$ cat config.mk
export PLATFORM = sky130hd
export DESIGN_NAME = chk_timeout_cnt
export DESIGN_NICKNAME = d
export VERILOG_FILES = /design/src/rtl/chk_timeout_cnt.sv
export SDC_FILE = /design/constraint.sdc
export NUM_CORES = 1
export LEC_CHECK = 0
export BUFFER_PORTS_ARGS = -buffer_cell sky130_fd_sc_hd__buf_4
export CORE_UTILIZATION = 30
export DETAILED_ROUTE_END_ITERATION = 16
export PLACE_DENSITY_LB_ADDON = 0.05
export SLEW_MARGIN = 40
export SYNTH_ARGS = -nofsm -noshare
export SYNTH_HDL_FRONTEND = slang
export SYNTH_SLANG_ARGS = --single-unit
$ cat constraint.sdc
create_clock -name clk -period 1.5 [get_ports clk]
set_input_delay 0.45 -clock clk [delete_from_list [all_inputs] [get_ports clk]]
set_output_delay 0.45 -clock clk [all_outputs]
set_load 0.02 [all_outputs]
$ cat src/rtl/chk_timeout_cnt.sv
// Saturating idle-cycle counter for the checker; term flags TIMEOUT-1.
module chk_timeout_cnt #(
  parameter int TIMEOUT = 1024
) (
  input  logic clk,
  input  logic reset,
  input  logic clr,
  input  logic en,
  output logic term
);

  localparam int CYC_W = (TIMEOUT > 1) ? $clog2(TIMEOUT) : 1;

  logic [CYC_W-1:0] cnt;

  assign term = (cnt == CYC_W'(TIMEOUT - 1));

  // Holds at the terminal value so a write on that cycle cannot wrap it.
  always_ff @(posedge clk) begin
    if (!reset) begin
      cnt <= '0;
    end else if (clr) begin
      cnt <= '0;
    end else if (en && !term) begin
      cnt <= cnt + CYC_W'(1);
    end
  end

endmodule

# Word level (Yosys, flattened, before mapping)

Index checks and enable logic that the tools add are counted.
Widths: inputs -> output; s select.

Flip-flop bits (word level): 10
Bits in latches: 0
RAM bits: 0
Bits in read-only memories: 0
Bits of input ports: 4
Output and inout bits: 1
Logic and storage cells: 7
Memories: 0

Add/sub/neg operators: 1
Multipliers: 0
Div/mod/pow operators: 0
Magnitude comparators: 0
Equal/unequal tests: 1
Shifts and indexed selects: 0
Multiplexer cells: 0
Bitwise gates (word level): 1
Reduce and logical (&&, ||, !) cells: 3

Operators with widths:

| kind                  | count |
|---|---|
| $add 10x1->10 const B | 1 |
| $eq 10x10->1 const B  | 1 |
| $reduce_or 2->1       | 1 |
| $logic_and 1x1->1     | 1 |
| $logic_not 1->1       | 1 |
| $not 1->1             | 1 |

# Depth between registers and ports, before layout

Word-level depth: 3
Depth in mapped cells: 6
Mapped depth without buffers: 5

# Worst setup path before layout

OpenSTA, ideal clock, no wires.

Path type: register to output
Start: register cnt[4]
End: output port term
Data arrival time: 1.221 ns
Required time: 1.050 ns
Setup slack: -0.171 ns
Cell stages (with the launch flop): 4
Buffers on the path: 0
Path through: dfxtp_1 and4_4 nand2_2 nor3_1

Cells in the longest elaborated chain, start to end: 1

Ends and longest elaborated chain:

| element                  | line | text |
|---|---|---|
| start: declaration       | 14   | `logic [CYC_W-1:0] cnt;` |
| start signal: assignment | 25   | `cnt <= cnt + CYC_W'(1);` |
| $eq 10x10->1             | 16   | `assign term = (cnt == CYC_W'(TIMEOUT - 1));` |
| end: declaration         | 9    | `output logic term` |

No other way between the ends.

# Final worst setup path

Start: register cnt[5]
End: output port term

Same word-level chain as after synthesis.

==> summary.txt <==
Die
  • Die Y: 44.5 um
  • IO Pins: 5
  • Core ar.: 1710 um2
  • Die X: around 45 um
  • Die Footprint: roughly 2000 um2
  • Initial Utilization: 0.318
  • Num rows: 15

Global routing
  • Tot GR Track Use: 0.146
  • Vias in the first global route: 482
  • Initial antenna violation count: 0
  • GRT overflow: 0
  • First-pass GRT wire length: 2050 um
  • Largest net degree at the start of global routing: 8

CTS
  • Clock sinks: 10
  • CTS Buf Count: 3
  • CTS Hold Bufs: 0
  • CTS root buffer: clkbuf_4
  • Setup bufs post-CTS: 0
  • Clock latency on the worst-skew pair: 270 ps
  • TritonCTS clock tree: built
  • Reg clk slew, reported paths: 70 ps
  • H-tree depth: 1
  • CTS Buffer Depth: 2

Worst setup path
  • Delay-heaviest family, CP: simple AND/OR/NAND/NOR gates
  • Worst R2R Path Depth: 6
  • Worst path cell trace: and4_4 > nand2_4 > nor3_4 > buf_6
  • Worst Path Buf+Inv: 1
  • CP Data Required Time: 1050 ps
  • Crit-path max FO: 2
  • CP max-delay cell: dfxtp_2
  • Crit path depth: 4
  • Slowest stage delay, CP: 340 ps
  • Worst Setup End Kind: output port
  • CP Launch Type: flop
  • Critical path data arrival time: approximately 1200 ps
  • Crit Path Class: flop to output port

Synthesis
  • Synthesized cell area: about 540 um2
  • Count of cell types in the netlist: 29
  • Primary FF master, synth: dfxtp_1
  • Post-synth net total: between 60 and 70
  • Share of flip-flops with an asynchronous set or reset: 0
  • Number of synthesized flops with an enable pin: 0
  • Sequential-to-total area share from yosys stat: 0.369
  • Syn_area_per_cell: 9.05 um2
  • Synth Warn #: 0
  • Syn Inst Count: 60
  • Seq cells post-synth: 10

Layout
  • Area Overhead vs Synth: 34.8%
  • Share of cells above drive strength 1: 0.413
  • Biggest regs: cnt (10)
  • Nets: 81
  • Top reg by flops: cnt
  • Ant. Diodes: 0
  • Max reg flops: 10

Pwr
  • Power Dens Cells: 756 nW/um2
  • Leak Pwr: 0.289 nW
  • Worst vdd ir: 0.439 mV
  • Tot Pwr: 0.553 mW

Status
  • Outcome: complete, but fails checks
  • Violated checks: negative setup slack

STA
  • Setup violators final: 1
  • Max-slew violation count: 0
  • Min cycle time layout: 1610 ps
  • Clk_skew: 2.40 ps
  • Final hold violations: 0
  • Period utilization: 1.07
  • RSZ-0062 raised after global routing: true
  • Slew HR: 0.808
  • Fmax: 621 MHz
  • Setup ws final: -110 ps
  • Worst-Margin Slew: 288 ps

Drt
  • # DRC: 0
  • Drt pass-1 iters: 2
  • Via count: 492
  • DR WL/cell: about 12 um
  • Drt via density: 4.92
  • DR iter-0 viols: 2
  • Drt total wl: 1210 um
  • DRT antenna net count: 0

Placement
  • # port buffers: 4
  • Place WS: 93.3 ps
  • Hpwl dp: 914 um
  • Final Wtd Congestion: 0.746

Flow run
  • Maxcap violations: 0

Hold path
  • Hold Path Cell Cnt: 2
  • Worst hold-check path type: flop to flop
==> cells in the final DEF (no fill, tap or decap), drive strengths merged <==
cell type and count:
buf 14, dfxtp 10, nand2 8, nor2 7
a21oi 5, nor3 4, clkbuf 4, and4 3
a41oi 2, a211oi 2, a311oi 2, a31oi 2
nand2b 1, nand3 1, o21bai 1, nand4 1
inv 1, mux2i 1, xnor2 1, nor2b 1
o2111a 1, nand4b 1, xor2 1, ha 1
==> cell usage after synthesis (2+ instances only) <==
| master | count | area share |
|---|---|---|
| nor3_2 | 3 | 0.055 |
| nand2_1 | 7 | 0.048 |
| nor2_1 | 7 | 0.048 |
| a211oi_1 | 2 | 0.028 |
| a41oi_1 | 2 | 0.032 |
| and4_1 | 2 | 0.032 |
| a21oi_1 | 5 | 0.046 |
| dfxtp_1 | 10 | 0.37 |
| a311oi_1 | 2 | 0.032 |
==> cells by family after synthesis <==
group,after synthesis,synth area share
AO/OA/AOI/OAI,15,0.224
flip-flops,10,0.369
adder cells (fa/ha/maj),1,0.0230
AND/OR/NAND/NOR,27,0.286
multiplexers,1,0.0184
buffers and inverters,4,0.0484
XOR/XNOR,2,0.0323
==> cell type report <==
cell class	instances	area [um2]
Clock buffer	4	36.3
Fill cell	174	976
Inverter	1	3.75
Multi-Input combinational cell	46	345
Sequential cell	10	206
Tap cell	25	31.3
Timing Repair Buffer	14	109
==> final timing paths <==
check | startpoint | endpoint | slack (ps)
worst min-delay path | cnt[2]$_SDFFE_PP0P_ | cnt[2]$_SDFFE_PP0P_ | 550
worst max-delay path | cnt[5]$_SDFFE_PP0P_ | term | -110
worst min register to register | cnt[2]$_SDFFE_PP0P_ | cnt[2]$_SDFFE_PP0P_ | 550
worst max register to register | cnt[1]$_SDFFE_PP0P_ | cnt[8]$_SDFFE_PP0P_ | 140
==> power breakdown <==
part,total [mW],internal (mW),leakage [nW],switching (mW)
Sequential,0.269,0.267,0.0833,0.00192
Combinational,0.0302,0.0161,0.185,0.0140
Clock,0.254,0.148,0.0210,0.107
==> metrics by stage <==
stage	hold slack, ps	setup TNS [ps]	utilization	instances	cell area, um2
3_5_place_dp	556	0	0.391	96	668
2_1_floorplan	483	0	-	60	554
6_report	550	-110	0.429	100	732
5_1_grt	585	-161	0.429	100	732
3_3_place_gp	553	0	0.391	96	668
4_1_cts	543	-114	0.428	100	731
==> worst reg2reg max path, stage by stage (launching register included) <==
cell and delay [ps]:
dfxtp_1 380, ha_4 170, buf_4 160, nand2_1 70, nor2_1 160, a21oi_1 90
a311oi_1 250
==> timing repair <==
| action | CTS | global route |
|---|---|---|
| pin swaps | 4 | 1 |
| gates resized for setup | 8 | 1 |
| endpoints found under the setup margin | 1 | 1 |
==> per-layer routing <==
metal | share of wire | GRT usage | vias to the layer above
met5 | 0 | 0 | -
li1 | - | - | 255
met3 | 0.036 | 0.0612 | 2
met2 | 0.47 | 0.229 | 6
met4 | 0.011 | 0.0545 | 0
met1 | 0.48 | 0.177 | 229
(Power assumes the default switching activity.)
